File: config.mk
export PLATFORM = sky130hd
export DESIGN_NAME = fft_pair_sequencer_flat
export DESIGN_NICKNAME = d
export VERILOG_FILES = /design/src/rtl/fft_pkg.sv /design/src/rtl/fft_pair_sequencer_if.sv /design/src/rtl/fft_index_gen.sv /design/src/rtl/fft_pair_sequencer.sv /design/src/flat_wrapper.sv
export SDC_FILE = /design/constraint.sdc
export NUM_CORES = 1
export LEC_CHECK = 0
export ABC_AREA = 1
export ABC_CLOCK_PERIOD_IN_PS = 3500
export CORE_MARGIN = 4
export CORE_UTILIZATION = 40
export CTS_BUF_LIST = sky130_fd_sc_hd__clkbuf_2 sky130_fd_sc_hd__clkbuf_4 sky130_fd_sc_hd__clkbuf_8
export DETAILED_ROUTE_END_ITERATION = 12
export DONT_BUFFER_PORTS = 1
export GPL_ROUTABILITY_DRIVEN = 0
export HOLD_SLACK_MARGIN = 0.1
export PLACE_DENSITY = 0.55
export SLEW_MARGIN = 25
export SYNTH_ARGS = -nofsm -noshare
export SYNTH_HDL_FRONTEND = slang
export SYNTH_SLANG_ARGS = --single-unit
export TNS_END_PERCENT = 50
File: constraint.sdc
create_clock -name clk -period 3.5 [get_ports clk]
set_input_delay 1.05 -clock clk [delete_from_list [all_inputs] [get_ports clk]]
set_output_delay 1.05 -clock clk [all_outputs]
set_load 0.01 [all_outputs]
File: src/rtl/fft_pkg.sv
// fft_pkg: shared types and helpers for the FFT pair sequencer slice.
//   fft_seq_state_t : sequencer FSM states
//   log2()          : ceiling log2 usable in constant expressions
//   index_t         : sample index type for the default FFT length
package fft_pkg;

   typedef enum logic [1:0] {
      IDLE,
      RUN,
      GAP,
      DONE
   } fft_seq_state_t;

   function automatic int unsigned log2(input int unsigned n);
      int unsigned r;
      r = 0;
      while ((32'd1 << r) < n) r++;
      return r;
   endfunction

   localparam int unsigned FFT_SAMPLES = 8;
   localparam int unsigned FFT_LOG2    = log2(FFT_SAMPLES);

   typedef logic [FFT_LOG2-1:0] index_t;

endpackage

File: src/rtl/fft_pair_sequencer_if.sv
// fft_pair_sequencer_if: control / butterfly-pair bus between the FFT sequencer
// and the butterfly datapath.
//   master (sequencer): drives busy, done, stage_num, pair_valid, idx_a, idx_b,
//                       twiddle_idx, last_in_stage; receives start, pair_ready
//   slave  (consumer) : the mirror image
interface fft_pair_sequencer_if
   import fft_pkg::*;
#(
   parameter int unsigned SAMPLES = 8
);
   localparam int unsigned LOG2 = log2(SAMPLES);
   localparam int unsigned TW_W = (LOG2 > 1) ? LOG2 - 1 : 1;

   logic            start;
   logic            busy;
   logic            done;
   logic [LOG2-1:0] stage_num;
   logic            pair_valid;
   logic            pair_ready;
   logic [LOG2-1:0] idx_a;
   logic [LOG2-1:0] idx_b;
   logic [TW_W-1:0] twiddle_idx;
   logic            last_in_stage;

   modport master (
      input  start, pair_ready,
      output busy, done, stage_num, pair_valid, idx_a, idx_b, twiddle_idx, last_in_stage
   );

   modport slave (
      output start, pair_ready,
      input  busy, done, stage_num, pair_valid, idx_a, idx_b, twiddle_idx, last_in_stage
   );

endinterface

File: src/rtl/fft_index_gen.sv
// fft_index_gen: combinational map from loop counters (stage, l, j) to a
// radix-2 butterfly pair.
//   stage_i, l_i, j_i : loop counters, LOG2+1 bits wide
//   idx_a_o           : l + j
//   idx_b_o           : l + j + span, span = 1 << stage
//   twiddle_idx_o     : j << (LOG2-1-stage)
//   last_in_stage_o   : (l, j) is the final pair of the stage
module fft_index_gen
   import fft_pkg::*;
#(
   parameter  int unsigned SAMPLES = 8,
   localparam int unsigned LOG2    = log2(SAMPLES),
   localparam int unsigned CW      = LOG2 + 1,
   localparam int unsigned TW_W    = (LOG2 > 1) ? LOG2 - 1 : 1
) (
   input  logic [CW-1:0]   stage_i,
   input  logic [CW-1:0]   l_i,
   input  logic [CW-1:0]   j_i,
   output logic [LOG2-1:0] idx_a_o,
   output logic [LOG2-1:0] idx_b_o,
   output logic [TW_W-1:0] twiddle_idx_o,
   output logic            last_in_stage_o
);

   logic [CW-1:0] span;
   logic [CW-1:0] shamt;

   always_comb begin
      span            = CW'(1) << stage_i;
      shamt           = CW'(LOG2 - 1) - stage_i;
      idx_a_o         = LOG2'(l_i + j_i);
      idx_b_o         = LOG2'(l_i + j_i + span);
      twiddle_idx_o   = TW_W'(j_i << shamt);
      last_in_stage_o = (j_i == span - CW'(1)) && ((l_i + (span << 1)) == CW'(SAMPLES));
   end

endmodule

File: src/rtl/fft_pair_sequencer.sv
// fft_pair_sequencer: walks every stage of a radix-2 in-place FFT and issues
// one butterfly index pair per accepted valid/ready handshake.
//   clk   : clock, all state on rising edge
//   rst_n : synchronous active-low reset
//   bus   : fft_pair_sequencer_if.master
//             start -> busy/done, stage_num,
//             pair_valid/pair_ready handshake carrying idx_a, idx_b,
//             twiddle_idx, last_in_stage
// Parameters: SAMPLES (FFT length, power of two >= 2), GAP_CYCLES (inter-stage
// drain length).
// Build option: define FFT_SEQ_STAGE_GAP_EN to insert GAP_CYCLES idle cycles
// between stages; otherwise stages run back-to-back.
module fft_pair_sequencer
   import fft_pkg::*;
#(
   parameter int unsigned SAMPLES    = 8,
   parameter int unsigned GAP_CYCLES = 2
) (
   input logic                  clk,
   input logic                  rst_n,
   fft_pair_sequencer_if.master bus
);

   localparam int unsigned LOG2 = log2(SAMPLES);
   localparam int unsigned CW   = LOG2 + 1;
   localparam int unsigned TW_W = (LOG2 > 1) ? LOG2 - 1 : 1;
   localparam int unsigned GW   = (GAP_CYCLES > 1) ? $clog2(GAP_CYCLES) : 1;
   localparam logic [CW-1:0] LAST_STAGE = CW'(LOG2 - 1);

`ifdef FFT_SEQ_STAGE_GAP_EN
   localparam bit GAP_EN = (GAP_CYCLES != 0);
`else
   localparam bit GAP_EN = 1'b0;
`endif

   fft_seq_state_t state_q;
   logic [CW-1:0]  stage_q, l_q, j_q;
   logic [CW-1:0]  stage_d, l_d, j_d;
   logic [CW-1:0]  span;
   logic [GW-1:0]  gap_q;

   logic            busy_q, done_q, valid_q, last_q;
   logic [LOG2-1:0] stage_num_q, idx_a_q, idx_b_q;
   logic [TW_W-1:0] tw_q;

   logic [LOG2-1:0] gen_a, gen_b;
   logic [TW_W-1:0] gen_tw;
   logic            gen_last;
   logic            fire;
   logic            xform_end;

   assign fire      = valid_q & bus.pair_ready;
   // last_q flags the pair currently presented, so it already marks stage end.
   assign xform_end = last_q && (stage_q == LAST_STAGE);

   // Next loop position; only advances in RUN so IDLE feeds (0,0,0) to the
   // index generator and the first pair can be registered on start.
   always_comb begin
      span    = CW'(1) << stage_q;
      stage_d = stage_q;
      l_d     = l_q;
      j_d     = j_q;
      if (state_q == RUN) begin
         if (j_q == span - CW'(1)) begin
            j_d = '0;
            if ((l_q + (span << 1)) == CW'(SAMPLES)) begin
               l_d     = '0;
               stage_d = stage_q + CW'(1);
            end else begin
               l_d = l_q + (span << 1);
            end
         end else begin
            j_d = j_q + CW'(1);
         end
      end
   end

   fft_index_gen #(
      .SAMPLES (SAMPLES)
   ) u_index_gen (
      .stage_i         (stage_d),
      .l_i             (l_d),
      .j_i             (j_d),
      .idx_a_o         (gen_a),
      .idx_b_o         (gen_b),
      .twiddle_idx_o   (gen_tw),
      .last_in_stage_o (gen_last)
   );

   always_ff @(posedge clk) begin
      if (!rst_n) begin
         state_q     <= IDLE;
         stage_q     <= '0;
         l_q         <= '0;
         j_q         <= '0;
         gap_q       <= '0;
         busy_q      <= 1'b0;
         done_q      <= 1'b0;
         valid_q     <= 1'b0;
         last_q      <= 1'b0;
         stage_num_q <= '0;
         idx_a_q     <= '0;
         idx_b_q     <= '0;
         tw_q        <= '0;
      end else begin
         case (state_q)
            IDLE: begin
               if (bus.start) begin
                  state_q     <= RUN;
                  busy_q      <= 1'b1;
                  valid_q     <= 1'b1;
                  stage_num_q <= '0;
                  idx_a_q     <= gen_a;
                  idx_b_q     <= gen_b;
                  tw_q        <= gen_tw;
                  last_q      <= gen_last;
               end
            end
            RUN: begin
               if (fire) begin
                  if (xform_end) begin
                     state_q     <= DONE;
                     stage_q     <= '0;
                     l_q         <= '0;
                     j_q         <= '0;
                     busy_q      <= 1'b0;
                     done_q      <= 1'b1;
                     valid_q     <= 1'b0;
                     last_q      <= 1'b0;
                     stage_num_q <= '0;
                     idx_a_q     <= '0;
                     idx_b_q     <= '0;
                     tw_q        <= '0;
                  end else begin
                     stage_q     <= stage_d;
                     l_q         <= l_d;
                     j_q         <= j_d;
                     stage_num_q <= LOG2'(stage_d);
                     idx_a_q     <= gen_a;
                     idx_b_q     <= gen_b;
                     tw_q        <= gen_tw;
                     last_q      <= gen_last;
                     if (last_q && GAP_EN) begin
                        state_q <= GAP;
                        valid_q <= 1'b0;
                        gap_q   <= GW'(GAP_CYCLES - 1);
                     end
                  end
               end
            end
            GAP: begin
               // Next stage's first pair is already loaded; only valid is held off.
               if (gap_q == '0) begin
                  state_q <= RUN;
                  valid_q <= 1'b1;
               end else begin
                  gap_q <= gap_q - GW'(1);
               end
            end
            DONE: begin
               state_q <= IDLE;
               done_q  <= 1'b0;
            end
            default: state_q <= IDLE;
         endcase
      end
   end

   assign bus.busy          = busy_q;
   assign bus.done          = done_q;
   assign bus.stage_num     = stage_num_q;
   assign bus.pair_valid    = valid_q;
   assign bus.idx_a         = idx_a_q;
   assign bus.idx_b         = idx_b_q;
   assign bus.twiddle_idx   = tw_q;
   assign bus.last_in_stage = last_q;

endmodule

File: src/flat_wrapper.sv
// flat-port wrapper written by rule: the top's interface ports become plain ports
module fft_pair_sequencer_flat import fft_pkg::*;
#(
   parameter int unsigned SAMPLES    = 8,
   parameter int unsigned GAP_CYCLES = 2
)
  (clk, rst_n, bus_start, bus_pair_ready, bus_busy, bus_done, bus_stage_num, bus_pair_valid, bus_idx_a, bus_idx_b, bus_twiddle_idx, bus_last_in_stage);
  fft_pair_sequencer_if #(.SAMPLES(SAMPLES)) bus_i ();
  input logic clk;
  input logic rst_n;
  input wire logic [$bits(bus_i.start)-1:0] bus_start;
  input wire logic [$bits(bus_i.pair_ready)-1:0] bus_pair_ready;
  output wire logic [$bits(bus_i.busy)-1:0] bus_busy;
  output wire logic [$bits(bus_i.done)-1:0] bus_done;
  output wire logic [$bits(bus_i.stage_num)-1:0] bus_stage_num;
  output wire logic [$bits(bus_i.pair_valid)-1:0] bus_pair_valid;
  output wire logic [$bits(bus_i.idx_a)-1:0] bus_idx_a;
  output wire logic [$bits(bus_i.idx_b)-1:0] bus_idx_b;
  output wire logic [$bits(bus_i.twiddle_idx)-1:0] bus_twiddle_idx;
  output wire logic [$bits(bus_i.last_in_stage)-1:0] bus_last_in_stage;
  assign bus_i.start = bus_start;
  assign bus_i.pair_ready = bus_pair_ready;
  assign bus_busy = bus_i.busy;
  assign bus_done = bus_i.done;
  assign bus_stage_num = bus_i.stage_num;
  assign bus_pair_valid = bus_i.pair_valid;
  assign bus_idx_a = bus_i.idx_a;
  assign bus_idx_b = bus_i.idx_b;
  assign bus_twiddle_idx = bus_i.twiddle_idx;
  assign bus_last_in_stage = bus_i.last_in_stage;
  fft_pair_sequencer #(.SAMPLES(SAMPLES), .GAP_CYCLES(GAP_CYCLES)) u_core (.clk(clk), .rst_n(rst_n), .bus(bus_i));
endmodule
Word-level counts from Yosys, hierarchy flattened
Index checks and enable logic that the tools add are counted.

Register bits after elaboration: 30. Latch bits: 0. RAM bits: 0. Bits in read-only memories: 0. Input port bits: 4. Logic and storage cells: 97. Memories kept: 0.

Add/sub/neg operators: 10. Multiply operators: 0. Div/mod/pow operators: 0. $lt $le $gt $ge: 0. Eq/ne operators: 12. Shifts and indexed selects: 3. Multiplexer cells: 46. Bitwise operators: 1. Reduce and logical (&&, ||, !) cells: 12.

Operators by type and width (count): $mux 4 (11); $mux 3 (9); $pmux 3 s2 (3); $mux 2 (7); $mux 1 (10); $add 4x1->4 const B (2); $add 4x4->4 (2); $eq 4x4->1 (2); $eq 4x4->1 const B (2); $pmux 2 s4 (1); $reduce_and 4->1 (2); $shl 1x4->4 const A (2); $sub 4x1->4 const B (2); $add 3x3->3 (2); $pmux 1 s2 (3); $reduce_and 3->1 (2); $reduce_and 5->1 (1); $eq 2x2->1 const B (2); $eq 4x2->1 const B (1); $ne 2x1->1 const B (2); $ne 2x2->1 const B (2); $pmux 2 s2 (1); $reduce_bool 2->1 (2); $shl 4x4->2 (1); 9 further kinds (10).

Depth between registers and ports, before layout
Depth in word-level cells: 13. Mapped depth: 30. Depth with buffers taken out: 29.

Hierarchy
From an unflattened synthesis, not the netlist that was laid out.

Cells, all modules: 323. Area, all modules: 2103.3 um2.

By module, submodules not included: fft_pair_sequencer (instances 1, cells an instance 237, area an instance 1630.3 um2, sequential area each 580.6 um2); fft_index_gen (instances 1, cells an instance 86, area an instance 473.0 um2, sequential area each 0.0 um2).

Worst setup path after synthesis
No wires, ideal clock.

Kind: reg2reg. Start: register u_core.stage_q[2]. End: register u_core.last_q (netlist: u_core.bus.last_in_stage). Data arrival time: 3.431 ns. Data required time: 3.432 ns. Slack: 0.001 ns. Stages on the path, launching flop included: 26. Buffers on the path: 1. Period minus slack after synthesis: 3.499 ns. Cells stage by stage: dfxtp_1 buf_6 inv_4 nand3_2 inv_1 ha_1 inv_1 fa_1 nand2_1 inv_1 nand3_4 nor2_8 nand2_2 nand2_2 nand2_4 nor2_4 inv_1 nor3_1 fa_1 nor3_1 nand2_1 nor2_1 nand3_1 nor2_1 nand2_1 a21oi_2.

Cells in the longest elaborated chain, start to end: 13. Elaborated cells on any way between the ends: 26. Those cells by class: 5 x add/sub; 5 x eq/ne; 2 x shift; 12 x mux; 2 x reduce/logical.

RTL lines: start: declaration (line fft_pair_sequencer.sv:37) `logic [CW-1:0] stage_q, l_q, j_q;`; start signal: assignment (line fft_pair_sequencer.sv:135) `stage_q <= stage_d;`; $shl 1x4->4 (line fft_pair_sequencer.sv:59) `span = CW'(1) << stage_q;`; $add 4x4->4 (line fft_pair_sequencer.sv:66, fft_pair_sequencer.sv:70); $eq 4x4->1 (line fft_pair_sequencer.sv:66) `if ((l_q + (span << 1)) == CW'(SAMPLES)) begin`; $mux 4 (line fft_pair_sequencer.sv:66); $mux 4 (line fft_pair_sequencer.sv:64) `if (j_q == span - CW'(1)) begin`; $mux 4 (line fft_pair_sequencer.sv:63) `if (state_q == RUN) begin`; $shl 1x4->4 (line fft_index_gen.sv:29) `span = CW'(1) << stage_i;`; $sub 4x1->4 or $add 4x4->4 (tied branches) (line fft_index_gen.sv:34) `last_in_stage_o = (j_i == span - CW'(1)) && ((l_i + (span << 1)) == CW'(SAMPLES));`; $eq 4x4->1 (line fft_index_gen.sv:34); $logic_and 1x1->1 (line fft_index_gen.sv:34); $mux 1 (line fft_pair_sequencer.sv:121) `if (xform_end) begin`; $mux 1 (line fft_pair_sequencer.sv:120) `if (fire) begin`; $pmux 1 s2 * (line fft_pair_sequencer.sv:106) `case (state_q)`; end signal: assignment (line fft_pair_sequencer.sv:116) `last_q <= gen_last;`; end signal: assignment (line fft_pair_sequencer.sv:142) `last_q <= gen_last;`; end: declaration (line fft_pair_sequencer.sv:42) `logic busy_q, done_q, valid_q, last_q;`.

Mark *: on every way between the ends. The rest lies on a longest branch, timed or not. The select of a mux whose other input is x is not followed. A chain may end at the register's enable or synchronous reset.

Final worst setup path
Start: register u_core.stage_q[3]. End: register u_core.last_q (netlist: u_core.bus.last_in_stage).

Same word-level chain as after synthesis.

==> impl_metrics.py <==
metrics = {
    "pwr": {
        "ir_drop_uv": 262,
        "power.leakage_nw": 1.32,
        "powerDensity_mw_per_mm2": 285,
        "fin_total_pwr_mw": 0.776,
    },
    "synthesis": {
        "synthTopCellsByArea": "dfxtp_1 (26%), nand2_1 (21%), inv_1 (7.1%), ha_1 (5.5%), a21oi_1 (5.3%)",
        "synthDistinctLibCells": 32,
        "yosysWarnings": 0,
        "synth.top_cells.by_count": "nand2_1 (126), inv_1 (43), dfxtp_1 (29)",
        "yosys.area.top_type": "dfxtp_1",
        "yosysMostFrequentCell": "nand2_1",
        "yosys.area.top_type_share": 0.256,
        "synth_compound_area_frac": 0.0857,
        "seq_area_frac_synth": 0.256,
        "avgSynthCellArea_um2": 6.50,
        "synth_top_family_by_area": "simple AND/OR/NAND/NOR gates",
        "synth_edf_count": 0,
        "syn_nets": 366,
        "ys_ff_latch": 29,
        "synth_fa_ha_area_frac": 0.0907,
        "syn-instance-count": 348,
        "synthSimpleGateAreaFrac": 0.441,
        "synth_xor_area_frac": 0.0193,
        "async_flop_share": 0,
        "yosys-mux-area-fraction": 0,
        "ys.flop_type": "dfxtp_1",
        "synth_area_mm2": 0.00226,
    },
    "worst_setup_path": {
        "reg2reg_setup_slack_ns": -0.04,
        "path_max_fanout": 7,
        "r2r_cells": 25,
        "crit_required_ns": 3.70,
        "crit_arrival_ns": 3.74,
        "crit_type": "reg -> reg",
        "r2r_end": "u_core.bus.last_in_stage$_SDFFE_PN0P_",
        "start_kind": "register",
        "r2r_start": "u_core.stage_q[3]$_SDFFE_PN0P_",
        "end_kind": "register",
    },
    "sta": {
        "worst_slack_ns": -0.0448,
        "rsz0062_at_grt": "yes",
        "fin_skew_ns": 0.00218,
        "hold_violations": 0,
        "fmax_ghz": 0.282,
        "worst_pin_slew_ns": 0.776,
        "min_period_ns": 3.54,
        "period_share": 1.01,
        "timing.slew.headroom": 0.479,
        "drv_slew": 0,
        "finalSetupViolCount": 2,
    },
    "global_routing": {
        "overflow": 0,
        "grt_usage": 0.179,
        "antenna_found_initial": 0,
        "first_global_vias": 2160,
        "grt_pass1_wl_um": 10100,
        "grt_max_degree": 28,
    },
    "routing": {
        "antenna_left": 0,
        "routed_wl_um": 5810,
        "first_pass_iters": 4,
        "drcViolationCount": 0,
        "drtIter0Drc": 101,
        "num_vias": 2164,
        "routedWlPerCell_um": 12.8,
        "vias_per_cell": 4.79,
    },
    "die": {
        "rows": 27,
        "pin_count": 19,
        "core_area_mm2": 0.00551,
        "start_util": 0.411,
        "die_height_um": 83.2,
        "dieArea_mm2": 0.00693,
        "chipWidth_um": 83.2,
    },
    "final_layout": {
        "syn_to_final_growth_pct": 20.1,
        "final_area_mm2": 0.00272,
        "n_antenna_cell": 0,
        "final_core_util": 0.494,
        "drive_gt1_frac": 0.250,
        "fillers": 597,
        "nNetsFinal": 398,
    },
    "cts": {
        "clkTransAtPathRegs_ns": 0.06,
        "cts.sinks": 29,
        "cts_tree": "built",
        "clk_path_buf_depth": 2,
        "clkLatencyLatePin_ns": 0.28,
        "numCtsBuffers": 5,
        "cts-root-buf": "clkbuf_8",
        "cts_max_level": 2,
    },
    "job": {
        "drv_cap": 0,
    },
    "placed_design": {
        "place_hpwl_um": 4610,
        "placed_area_mm2": 0.00252,
        "portBuffers": 0,
    },
    "min_path": {
        "worstHoldStart": "u_core.l_q[2]$_SDFFE_PN0P_",
        "hp-class": "reg -> reg",
        "whs_endpoint": "u_core.l_q[2]$_SDFFE_PN0P_",
        "hold_depth": 2,
    },
    "status": {
        "outcome": "finished, violations left",
        "violations": "setup timing",
    },
}
worst max path at each step:
stage	start	to	slack [ns]	cells after the start
final	u_core.stage_q[3]$_SDFFE_PN0P_	u_core.bus.last_in_stage$_SDFFE_PN0P_	-0.04	25
after floorplan	u_core.stage_q[2]$_SDFFE_PN0P_	u_core.bus.last_in_stage$_SDFFE_PN0P_	0.0007	25
after CTS	u_core.stage_q[3]$_SDFFE_PN0P_	u_core.bus.last_in_stage$_SDFFE_PN0P_	-0.07	25
after global placement	u_core.stage_q[0]$_SDFFE_PN0P_	u_core.bus.last_in_stage$_SDFFE_PN0P_	-0.04	26
after global routing	u_core.stage_q[3]$_SDFFE_PN0P_	u_core.bus.last_in_stage$_SDFFE_PN0P_	-0.30	25
after detailed placement	u_core.stage_q[3]$_SDFFE_PN0P_	u_core.bus.last_in_stage$_SDFFE_PN0P_	-0.13	25
worst max-delay path, stage by stage, from the launching register on:
cell and delay, ns:
dfxtp_4 0.37, nor2_4 0.09, nand3_2 0.10, inv_2 0.09, ha_4 0.13, inv_2 0.04, fa_2 0.58, nand2_2 0.06
inv_2 0.07, nand3_4 0.10, nor2_8 0.18, nand2_2 0.06, nand2_2 0.08, nand2_4 0.06, nor2_4 0.12, inv_2 0.04
nor3_2 0.10, buf_4 0.14, fa_1 0.40, nor3_1 0.14, nand2_1 0.07, nor2_1 0.09, nand3_1 0.08, nor2_1 0.09
nand2_1 0.07, a21oi_2 0.10
routing by layer:
metal | wire length, um | global-route usage
met5 | 0 | 0
met4 | 104 | 0.0579
met3 | 224 | 0.0357
met2 | 2700 | 0.299
met1 | 2780 | 0.231
timing repair:
item / in CTS / in global routing
cloned: 0 / 0
resized for setup: 8 / 17
buffers inserted: 3 / 2
setup endpoints to repair: 2 / 3
pin swaps: 7 / 11
hold buffers: 0 / 0
cells in the final DEF (no fill, tap or decap), drive strengths merged:
cell type,Yosys,final
a21oi,27,27
a2bb2oi,1,1
a31oi,1,1
buf,3,34
clkbuf,6,7
clkinv,2,2
dfxtp,29,29
fa,4,4
ha,10,10
inv,48,48
nand2,138,138
nand3,27,27
nand3b,3,3
nand4,8,8
nor2,27,27
nor3,3,3
o21ai,5,5
o21bai,1,1
xnor2,1,1
xor2,4,4
cells by family after synthesis:
group / Yosys count
simple gates: 206
buf+inv: 59
compound gates: 35
flops: 29
fa+ha+maj: 14
xor+xnor: 5
metrics by stage:
step,setup TNS (ns),instances,hold slack [ns],setup WS [ns]
final,-0.0456,452,0.466,-0.0448
after global routing,-0.776,452,0.496,-0.302
after CTS,-0.0679,450,0.470,-0.0679
after detailed placement,-0.241,440,0.459,-0.131
after global placement,-0.0521,440,0.455,-0.0442
after floorplan,0,348,0.441,0.000717
flip-flops by register name (all words and copies together) (netlist names):
name                      flops
u_core.j_q                    4
u_core.l_q                    4
u_core.stage_q                4
u_core.bus.idx_a              3
u_core.bus.idx_b              3
u_core.bus.stage_num          3
u_core.bus.twiddle_idx        2
u_core.state_q                2
u_core.bus.busy               1
u_core.bus.done               1
u_core.bus.last_in_stage      1
u_core.bus.pair_valid         1
final cells by class:
class                           count  area (um2)  area share
Multi-Input combinational cell    260        1500       0.552
Inverter                           50         195      0.0718
Tap cell                           72        90.1      0.0331
Timing Repair Buffer               34         255      0.0939
Clock buffer                        7        90.1      0.0331
Sequential cell                    29         586       0.215
where the power goes:
group / internal, mW / switching [mW]
clock: 0.163 / 0.123
sequential: 0.342 / 0.0140
combinational: 0.0463 / 0.0875
total: 0.551 / 0.224
(Power assumes the default switching activity.)
